### config.mk
export PLATFORM = sky130hd
export DESIGN_NAME = pwm_ramp
export DESIGN_NICKNAME = d
export VERILOG_FILES = /design/src/rtl/pwm_ramp.sv
export SDC_FILE = /design/constraint.sdc
export NUM_CORES = 1
export LEC_CHECK = 0
export CORE_ASPECT_RATIO = 0.8
export CORE_MARGIN = 2
export CORE_UTILIZATION = 60
export DETAILED_ROUTE_END_ITERATION = 8
export PLACE_DENSITY = 0.8
export SYNTH_ARGS = -nofsm -noshare
export SYNTH_HDL_FRONTEND = slang
export SYNTH_SLANG_ARGS = --single-unit
### constraint.sdc
create_clock -name clk -period 4.55 [get_ports clk]
set_input_delay 1.1375 -clock clk [delete_from_list [all_inputs] [get_ports clk]]
set_output_delay 1.1375 -clock clk [all_outputs]
set_load 0.005 [all_outputs]
### src/rtl/pwm_ramp.sv
// Duty-cycle ramp sequencer driving the register-write port of a downstream pwm block.
// Programs period, enables, then steps duty START->END (one-shot) or bounces between them.
module pwm_ramp #(
    parameter int DWELL_W = 8
) (
    input  logic       clk,
    input  logic       rst,
    input  logic       wen,
    input  logic [3:0] addr,
    input  logic [7:0] wdata,
    output logic       pwm_wen,
    output logic [3:0] pwm_addr,
    output logic [7:0] pwm_wdata,
    output logic       busy,
    output logic       done
);
    typedef enum logic [2:0] {
        S_IDLE, S_W_PER, S_W_DUTY0, S_W_EN, S_DWELL, S_W_DUTY, S_W_DIS
    } state_t;

    localparam logic [3:0] PWM_PER  = 4'h0;
    localparam logic [3:0] PWM_DUTY = 4'h4;
    localparam logic [3:0] PWM_EN   = 4'h8;

    state_t               state_q, state_d;
    logic [7:0]           cfg_period_q, cfg_period_d;
    logic [7:0]           cfg_start_q, cfg_start_d;
    logic [7:0]           cfg_end_q, cfg_end_d;
    logic [7:0]           cfg_step_q, cfg_step_d;
    logic [DWELL_W-1:0]   cfg_dwell_q, cfg_dwell_d;
    logic                 cfg_tri_q, cfg_tri_d;
    logic [7:0]           start_q, start_d;
    logic [7:0]           end_q, end_d;
    logic [7:0]           step_q, step_d;
    logic [DWELL_W-1:0]   dwell_q, dwell_d;
    logic                 tri_q, tri_d;
    logic [7:0]           cur_q, cur_d;
    logic                 to_end_q, to_end_d;
    logic [DWELL_W-1:0]   cnt_q, cnt_d;
    logic                 pwm_wen_q, pwm_wen_d;
    logic [3:0]           pwm_addr_q, pwm_addr_d;
    logic [7:0]           pwm_wdata_q, pwm_wdata_d;
    logic                 busy_q, busy_d;
    logic                 done_q, done_d;

    logic                 ctrl_wr, go, stop;
    logic [7:0]           target, nxt;

    // Step toward tgt in 9-bit arithmetic, clamping on overshoot, overflow or underflow.
    function automatic logic [7:0] next_duty(input logic [7:0] cur,
                                             input logic [7:0] tgt,
                                             input logic [7:0] step);
        logic [8:0] sum;
        logic [8:0] diff;
        sum  = {1'b0, cur} + {1'b0, step};
        diff = {1'b0, cur} - {1'b0, step};
        if (tgt >= cur)
            next_duty = (sum > {1'b0, tgt}) ? tgt : sum[7:0];
        else
            next_duty = (diff[8] || (diff[7:0] < tgt)) ? tgt : diff[7:0];
    endfunction

    assign ctrl_wr = wen && (addr == 4'h5);
    assign stop    = ctrl_wr && wdata[2];
    assign go      = ctrl_wr && wdata[0] && !wdata[2];
    assign target  = to_end_q ? end_q : start_q;
    assign nxt     = next_duty(cur_q, target, step_q);

    always_comb begin
        state_d      = state_q;
        cfg_period_d = cfg_period_q;
        cfg_start_d  = cfg_start_q;
        cfg_end_d    = cfg_end_q;
        cfg_step_d   = cfg_step_q;
        cfg_dwell_d  = cfg_dwell_q;
        cfg_tri_d    = cfg_tri_q;
        start_d      = start_q;
        end_d        = end_q;
        step_d       = step_q;
        dwell_d      = dwell_q;
        tri_d        = tri_q;
        cur_d        = cur_q;
        to_end_d     = to_end_q;
        cnt_d        = cnt_q;
        pwm_wen_d    = 1'b0;
        pwm_addr_d   = 4'h0;
        pwm_wdata_d  = 8'h00;
        done_d       = 1'b0;

        if (wen) begin
            case (addr)
                4'h0: cfg_period_d = wdata;
                4'h1: cfg_start_d  = wdata;
                4'h2: cfg_end_d    = wdata;
                4'h3: cfg_step_d   = wdata;
                4'h4: cfg_dwell_d  = DWELL_W'(wdata);
                4'h5: cfg_tri_d    = wdata[1];
                default: ;
            endcase
        end

        case (state_q)
            S_IDLE: begin
                if (go) begin
                    // TRI written alongside GO applies to this run.
                    start_d     = cfg_start_q;
                    end_d       = cfg_end_q;
                    step_d      = (cfg_step_q == 8'd0) ? 8'd1 : cfg_step_q;
                    dwell_d     = cfg_dwell_q;
                    tri_d       = wdata[1];
                    to_end_d    = 1'b1;
                    state_d     = S_W_PER;
                    pwm_wen_d   = 1'b1;
                    pwm_addr_d  = PWM_PER;
                    pwm_wdata_d = cfg_period_q;
                end
            end
            S_W_PER: begin
                cur_d       = start_q;
                state_d     = S_W_DUTY0;
                pwm_wen_d   = 1'b1;
                pwm_addr_d  = PWM_DUTY;
                pwm_wdata_d = start_q;
            end
            S_W_DUTY0: begin
                state_d     = S_W_EN;
                pwm_wen_d   = 1'b1;
                pwm_addr_d  = PWM_EN;
                pwm_wdata_d = 8'h01;
            end
            S_W_EN: begin
                cnt_d = '0;
                if (cur_q == target && !tri_q) begin
                    state_d = S_IDLE;
                    done_d  = 1'b1;
                end else begin
                    state_d = S_DWELL;
                end
            end
            S_DWELL: begin
                if (cnt_q == dwell_q) begin
                    cur_d       = nxt;
                    state_d     = S_W_DUTY;
                    pwm_wen_d   = 1'b1;
                    pwm_addr_d  = PWM_DUTY;
                    pwm_wdata_d = nxt;
                end else begin
                    cnt_d = cnt_q + DWELL_W'(1);
                end
            end
            S_W_DUTY: begin
                cnt_d = '0;
                if (cur_q == target && !tri_q) begin
                    state_d = S_IDLE;
                    done_d  = 1'b1;
                end else begin
                    if (cur_q == target)
                        to_end_d = !to_end_q;
                    state_d = S_DWELL;
                end
            end
            S_W_DIS: state_d = S_IDLE;
            default: state_d = S_IDLE;
        endcase

        // STOP overrides whatever the current state decided, including a pending done.
        if (stop) begin
            state_d     = S_W_DIS;
            pwm_wen_d   = 1'b1;
            pwm_addr_d  = PWM_EN;
            pwm_wdata_d = 8'h00;
            done_d      = 1'b0;
        end

        busy_d = (state_d != S_IDLE);
    end

    always_ff @(posedge clk) begin
        if (rst) begin
            state_q      <= S_IDLE;
            cfg_period_q <= '0;
            cfg_start_q  <= '0;
            cfg_end_q    <= '0;
            cfg_step_q   <= '0;
            cfg_dwell_q  <= '0;
            cfg_tri_q    <= 1'b0;
            start_q      <= '0;
            end_q        <= '0;
            step_q       <= '0;
            dwell_q      <= '0;
            tri_q        <= 1'b0;
            cur_q        <= '0;
            to_end_q     <= 1'b0;
            cnt_q        <= '0;
            pwm_wen_q    <= 1'b0;
            pwm_addr_q   <= '0;
            pwm_wdata_q  <= '0;
            busy_q       <= 1'b0;
            done_q       <= 1'b0;
        end else begin
            state_q      <= state_d;
            cfg_period_q <= cfg_period_d;
            cfg_start_q  <= cfg_start_d;
            cfg_end_q    <= cfg_end_d;
            cfg_step_q   <= cfg_step_d;
            cfg_dwell_q  <= cfg_dwell_d;
            cfg_tri_q    <= cfg_tri_d;
            start_q      <= start_d;
            end_q        <= end_d;
            step_q       <= step_d;
            dwell_q      <= dwell_d;
            tri_q        <= tri_d;
            cur_q        <= cur_d;
            to_end_q     <= to_end_d;
            cnt_q        <= cnt_d;
            pwm_wen_q    <= pwm_wen_d;
            pwm_addr_q   <= pwm_addr_d;
            pwm_wdata_q  <= pwm_wdata_d;
            busy_q       <= busy_d;
            done_q       <= done_d;
        end
    end

    assign pwm_wen   = pwm_wen_q;
    assign pwm_addr  = pwm_addr_q;
    assign pwm_wdata = pwm_wdata_q;
    assign busy      = busy_q;
    assign done      = done_q;

endmodule

==> After elaboration in Yosys (flattened, before gate mapping) <==
Index checks and enable logic that the tools add are counted.
{ "totals": {"ff_bits": 108, "inputBits": 15, "out_inout_bits": 15, "word_cells": 102} }
{ "classes": {"n_addsub": 3, "n_lt_le_gt_ge": 3, "n_eq_ne": 17, "muxes": 29, "bitwise_logic": 1, "n_reduce_logical": 29} }
{ "ops": {"columns": ["cell", "count"], "rows": [
  ["$mux 8", 9],
  ["$pmux 8 s2", 2],
  ["$pmux 8 s4", 1],
  ["$eq 8x8->1", 2],
  ["$reduce_and 2->1", 8],
  ["$mux 3", 5],
  ["$pmux 3 s5", 1],
  ["$pmux 4 s3", 1],
  ["$ne 2x2->1 const B", 5],
  ["$add 8x8->9", 1],
  ["$gt 9x8->1", 1],
  ["$sub 8x8->9", 1],
  ["$add 8x1->8 const B", 1],
  ["$eq 4x2->1 const B", 2],
  ["$eq 4x3->1 const B", 2],
  ["$ge 8x8->1", 1],
  ["$logic_not 8->1", 1],
  ["$lt 8x8->1", 1],
  ["$mux 1", 7],
  ["$eq 3x2->1 const B", 2],
  ["$eq 3x3->1 const B", 2],
  ["$reduce_bool 2->1", 3],
  ["$reduce_or 2->1", 3],
  ["$logic_and 1x1->1", 5],
  ["13 further kinds", 15]
]} }

==> Longest topological paths before layout <==
{ "depth": {"word_depth": 8, "ltp_mapped": 15} }

==> Worst setup path after synthesis <==
Ideal clock, no wire load.
{ "synth_path": {"path_type": "reg-to-reg", "startpoint": "register step_q[0]", "endpoint": "register pwm_wdata_q[5], in the netlist pwm_wdata[5]", "setup_ns": 0.143, "arrival_ns": 3.627, "slack_ns": 0.780, "path_stages_with_launch": 15, "path_buffers": 0, "path_cell_list": "dfxtp_1 > ha_1 > fa_1 > nand2b_1 > a221o_1 > or4b_2 > o311a_1 > ha_1 > nand3_1 > nand2_1 > a41o_1 > a211oi_4 > mux2_2 > mux2i_1 > o22ai_1"} }
{ "synth_between": {"elab_chain_len": 7, "word_cells_on_any_way": 10} }
{ "synth_lines": {"columns": ["item", "line", "text"], "rows": [
  ["start: declaration", "34", "logic [7:0] step_q, step_d;"],
  ["start signal: assignment", "210", "step_q <= step_d;"],
  ["$sub 8x8->9", "56", "diff = {1'b0, cur} - {1'b0, step};"],
  ["$lt 8x8->1", "60", "next_duty = (diff[8] || (diff[7:0] < tgt)) ? tgt : diff[7:0];"],
  ["$logic_or 1x1->1", "60", null],
  ["$mux 8", "60", null],
  ["$mux 8 *", "57", "if (tgt >= cur)"],
  ["$mux 8 *", "141", "if (cnt_q == dwell_q) begin"],
  ["$pmux 8 s4 *", "102", "case (state_q)"],
  ["end signal: assignment", "218", "pwm_wdata_q <= pwm_wdata_d;"],
  ["end: declaration", "42", "logic [7:0] pwm_wdata_q, pwm_wdata_d;"]
]} }
Mark *: on every way between the ends. The rest lies on a longest branch, timed or not.
A chain may end at the register's enable or synchronous reset.

==> Worst setup path after layout <==
{ "layout_path": {"startpoint": "register step_q[0]", "endpoint": "register cur_q[0]"} }
{ "layout_between": {"elab_chain_len": 7, "word_cells_on_any_way": 10} }
{ "layout_lines": {"columns": ["item", "line", "text"], "rows": [
  ["$sub 8x8->9", "56", null],
  ["$lt 8x8->1", "60", null],
  ["$logic_or 1x1->1", "60", null],
  ["$mux 8", "60", null],
  ["$mux 8 *", "57", null],
  ["$mux 8 *", "141", null],
  ["$pmux 8 s2 *", "102", null],
  ["end signal: assignment", "213", "cur_q <= cur_d;"],
  ["end: declaration", "37", "logic [7:0] cur_q, cur_d;"]
]} }
Mark *: on every way between the ends. The rest lies on a longest branch, timed or not. The select of a mux whose other input is x is not followed.

==> results.md <==
* Status: completed
* Routed length on met2 at 6190 um
* RSZ-0062 raised after global routing: false
* Die W at 113 um
* Post-synth ARST share at 0%
* Pwr dens at 325 mW/mm2
* Die Y at 91.1 um
* Number of synthesized flops with an enable pin at 0
* Residual DRC at 0
* DR WL met3 at 900 um
* Routability cong. at 0.957
* Final period utilization at 89.5%
* Met1 wire length at 6770 um
* Seq cells post-synth at 106
* Drt pass-1 iters at 5
* CTS tree: built
* Crit path time final at 4.07 ns
* Critical Path End Type: flop
* Worst Setup Start Kind: flop
* Max cap viols at 0
* Reg-to-reg setup timing slack at 0.48 ns
* Min Hold Slack at 0.451 ns
* Clock Skew at 0.00914 ns
* Starting density of the core at 62.4%
* Vias in the first global route at 4518
* Global-route wire length before repair at 22800 um
* Setup TNS at 0 ns
* Final Hold Fails at 0
* # Post-CTS Setup Buffers at 0
* Antenna cells at 0
* Fmax achieved at 245 MHz
* Synth Flop Type: dfxtp_1
* Synthesized area at 0.00569 mm2
* Cell Rows at 31
* Reg-to-Reg Start: step_q[0]
* DRT antenna net count at 0
* Min-delay worst type: reg -> reg
* Routed len/inst at 17.8 um
* Final setup vio count at 0
* Critical path type: reg -> reg
* Lkg Pwr at 2.59 nW
* Crit path cell chain: ha_1, fa_1, nand2b_1, a221o_1, or4b_2, o311a_1, ha_1, nand3_1, nand2_1, a41o_1, a211oi_4, buf_4, mux2i_1, mux2i_1, a211oi_1
* Placed Area at 0.00600 mm2
* Largest net degree at the start of global routing at 89
* DR top layer: met4
* Crit path arrival time at 4.33 ns
* # IOs at 30
* Core area at 0.00911 mm2
* CTS buffer count at 9
* Slew margin rel. at 23.7%
* Initial antenna violation count at 0
* Clk_lat worst skew at 0.35 ns
* CP max-delay cell: or4b_2
* Share of cells above drive strength 1 at 6.78%
* Worst-Margin Slew at 1.13 ns
* Cell variety after synth at 69
* Layout area overhead at 11.5%
* DIE AREA at 0.0103 mm2
* CP required at 4.80 ns
* Post_cts resized at 0
* # fillers at 705
* Hold depth at 2
* Worst Reg-to-Reg Cells at 15
* Worst vdd rail ir drop at 0.303 mV
* Congestion Overflow GR at 0
* Worst Path Buf+Inv at 1
* CTS root buf: clkbuf_16
* Overall Global Routing Usage at 27.8%
* Hold_sp: cfg_dwell_q[4]
* Register area share after synthesis at 37.3%
* CTS H-tree lvls at 3
* Port Buffers at 27
* CP max stage delay at 0.60 ns
* Clock sinks at 106
* Hold-fix buffers, CTS at 0
* Final HPWL DP at 10200 um
* CTS clock-pin slew for the worst setup and hold paths at 0.07 ns
* CP delay by family, top: compound AO/OA/AOI/OAI gates
* Reg-to-reg critical path endpoint: cur_q[0]
* Final WL at 14100 um
* Design area at 0.00634 mm2
* Pins Over Slew Limit at 0
* Synth Warn # at 0
* Via count at 4819
* 1st-iter DRT viols at 538
* Max Buffers Root-to-Sink at 2
* Vias per cell at 6.08
* Cells after synthesis at 662
* Nets at 730
* Peak fanout along the critical path at 6
* Syn_area_per_cell at 8.59 um2
* Worst Hold End: dwell_q[4]
report_power, final:
part	switching, W	internal, W
logic	0.000127	0.0000969
registers	0.00000862	0.000936
clock network	0.000336	0.000554
worst max path at each step:
stage,start,to,slack [ns],cells after the start
CTS,step_q[0],cur_q[0],0.51,15
global placement,cur_q[0],cur_q[0],0.70,15
finish,step_q[0],cur_q[0],0.48,15
detailed placement,step_q[0],cur_q[0],0.53,15
floorplan,step_q[0],pwm_wdata[5],0.78,14
global route,step_q[0],cur_q[0],0.26,15
flip-flops by register name, indices dropped and copies added (netlist names), 8 cells and up:
register	flops
cfg_dwell_q	8
cfg_end_q	8
cfg_period_q	8
cfg_start_q	8
cfg_step_q	8
cnt_q	8
cur_q	8
dwell_q	8
end_q	8
pwm_wdata	8
start_q	8
step_q	8
metrics by stage:
| step | setup WS [ns] | power, W | util (%) | std cells |
|---|---|---|---|---|
| global placement | 0.697 | 0.00118 | 65.8 | 777 |
| global route | 0.264 | 0.00212 | 69.6 | 793 |
| detailed placement | 0.532 | 0.00118 | 65.8 | 777 |
| finish | 0.476 | 0.00206 | 69.6 | 793 |
| CTS | 0.508 | 0.00206 | 69.6 | 793 |
| floorplan | 0.780 | 0.00112 | - | 663 |
area by class of cell:
cell class / instances / area, um2 / share of cell area (%)
multi-input combinational: 486 / 3280 / 51.7
sequential: 106 / 2120 / 33.5
timing repair buffer: 34 / 318 / 5.01
clock buffer: 12 / 246 / 3.89
tap: 115 / 144 / 2.27
inverter: 36 / 135 / 2.13
clock inverter: 4 / 98.8 / 1.56
layer usage:
metal | vias to the layer above | GRT usage (%)
li1 | 2326 | -
met1 | 2312 | 40.6
met2 | 160 | 41.9
met3 | 21 | 5.34
met4 | 0 | 7.83
met5 | - | 0
cells in the mapped netlist (all sizes together), types with 3 or more instances:
| library cell | instances | area (um2) |
|---|---|---|
| o21a | 3 | 22.5 |
| buf | 10 | 61.3 |
| nand2b | 10 | 62.6 |
| clkbuf | 25 | 93.8 |
| o21ai | 11 | 58.8 |
| mux2i | 52 | 524 |
| a22oi | 12 | 90.1 |
| nor2 | 60 | 225 |
| nand4 | 6 | 37.5 |
| nand2 | 90 | 338 |
| nand3b | 3 | 22.5 |
| nand3 | 21 | 105 |
| nor3 | 8 | 40.0 |
| nor2b | 3 | 18.8 |
| a211oi | 5 | 60.1 |
| ha | 40 | 500 |
| xnor2 | 15 | 131 |
| mux2 | 10 | 113 |
| o22ai | 11 | 68.8 |
| dfxtp | 106 | 2120 |
| nor4 | 3 | 25.0 |
| xor2 | 9 | 78.8 |
| a21oi | 68 | 344 |
| inv | 36 | 135 |
worst register-to-register path, cell delays in order, from the launching register on:
cell and delay, ns:
dfxtp_1 0.33, ha_1 0.23, fa_1 0.42, nand2b_1 0.13
a221o_1 0.23, or4b_2 0.60, o311a_1 0.17, ha_1 0.32
nand3_1 0.08, nand2_1 0.05, a41o_1 0.23, a211oi_4 0.39
buf_4 0.23, mux2i_1 0.18, mux2i_1 0.11, a211oi_1 0.27
cell families after synthesis:
group	count (synthesis)	synth area share (%)
AOI/OAI and AO/OA	136	15.5
xor gates and xnor gates	24	3.70
adders and majority gates	42	9.50
buffers and inverters	71	5.10
DFF	106	37.3
muxes	62	11.2
other	1	0.0659
and+or+nand+nor	220	17.6
cells in the final DEF (no fill, tap or decap), drive strengths merged, types with 5 or more instances in the layout:
master	synthesis	layout
dfxtp	106	106
a211oi	5	5
inv	36	36
nand4	6	6
a22oi	12	12
clkdlybuf4s50	0	26
xnor2	15	15
mux2	10	10
clkbuf	25	12
o22ai	11	11
nor3	8	8
nand3	21	21
nand2b	10	10
xor2	9	9
buf	10	8
a21oi	68	68
mux2i	52	52
ha	40	40
o21ai	11	11
nor2	60	60
nand2	90	90
Power figures use the tool's default switching activity.
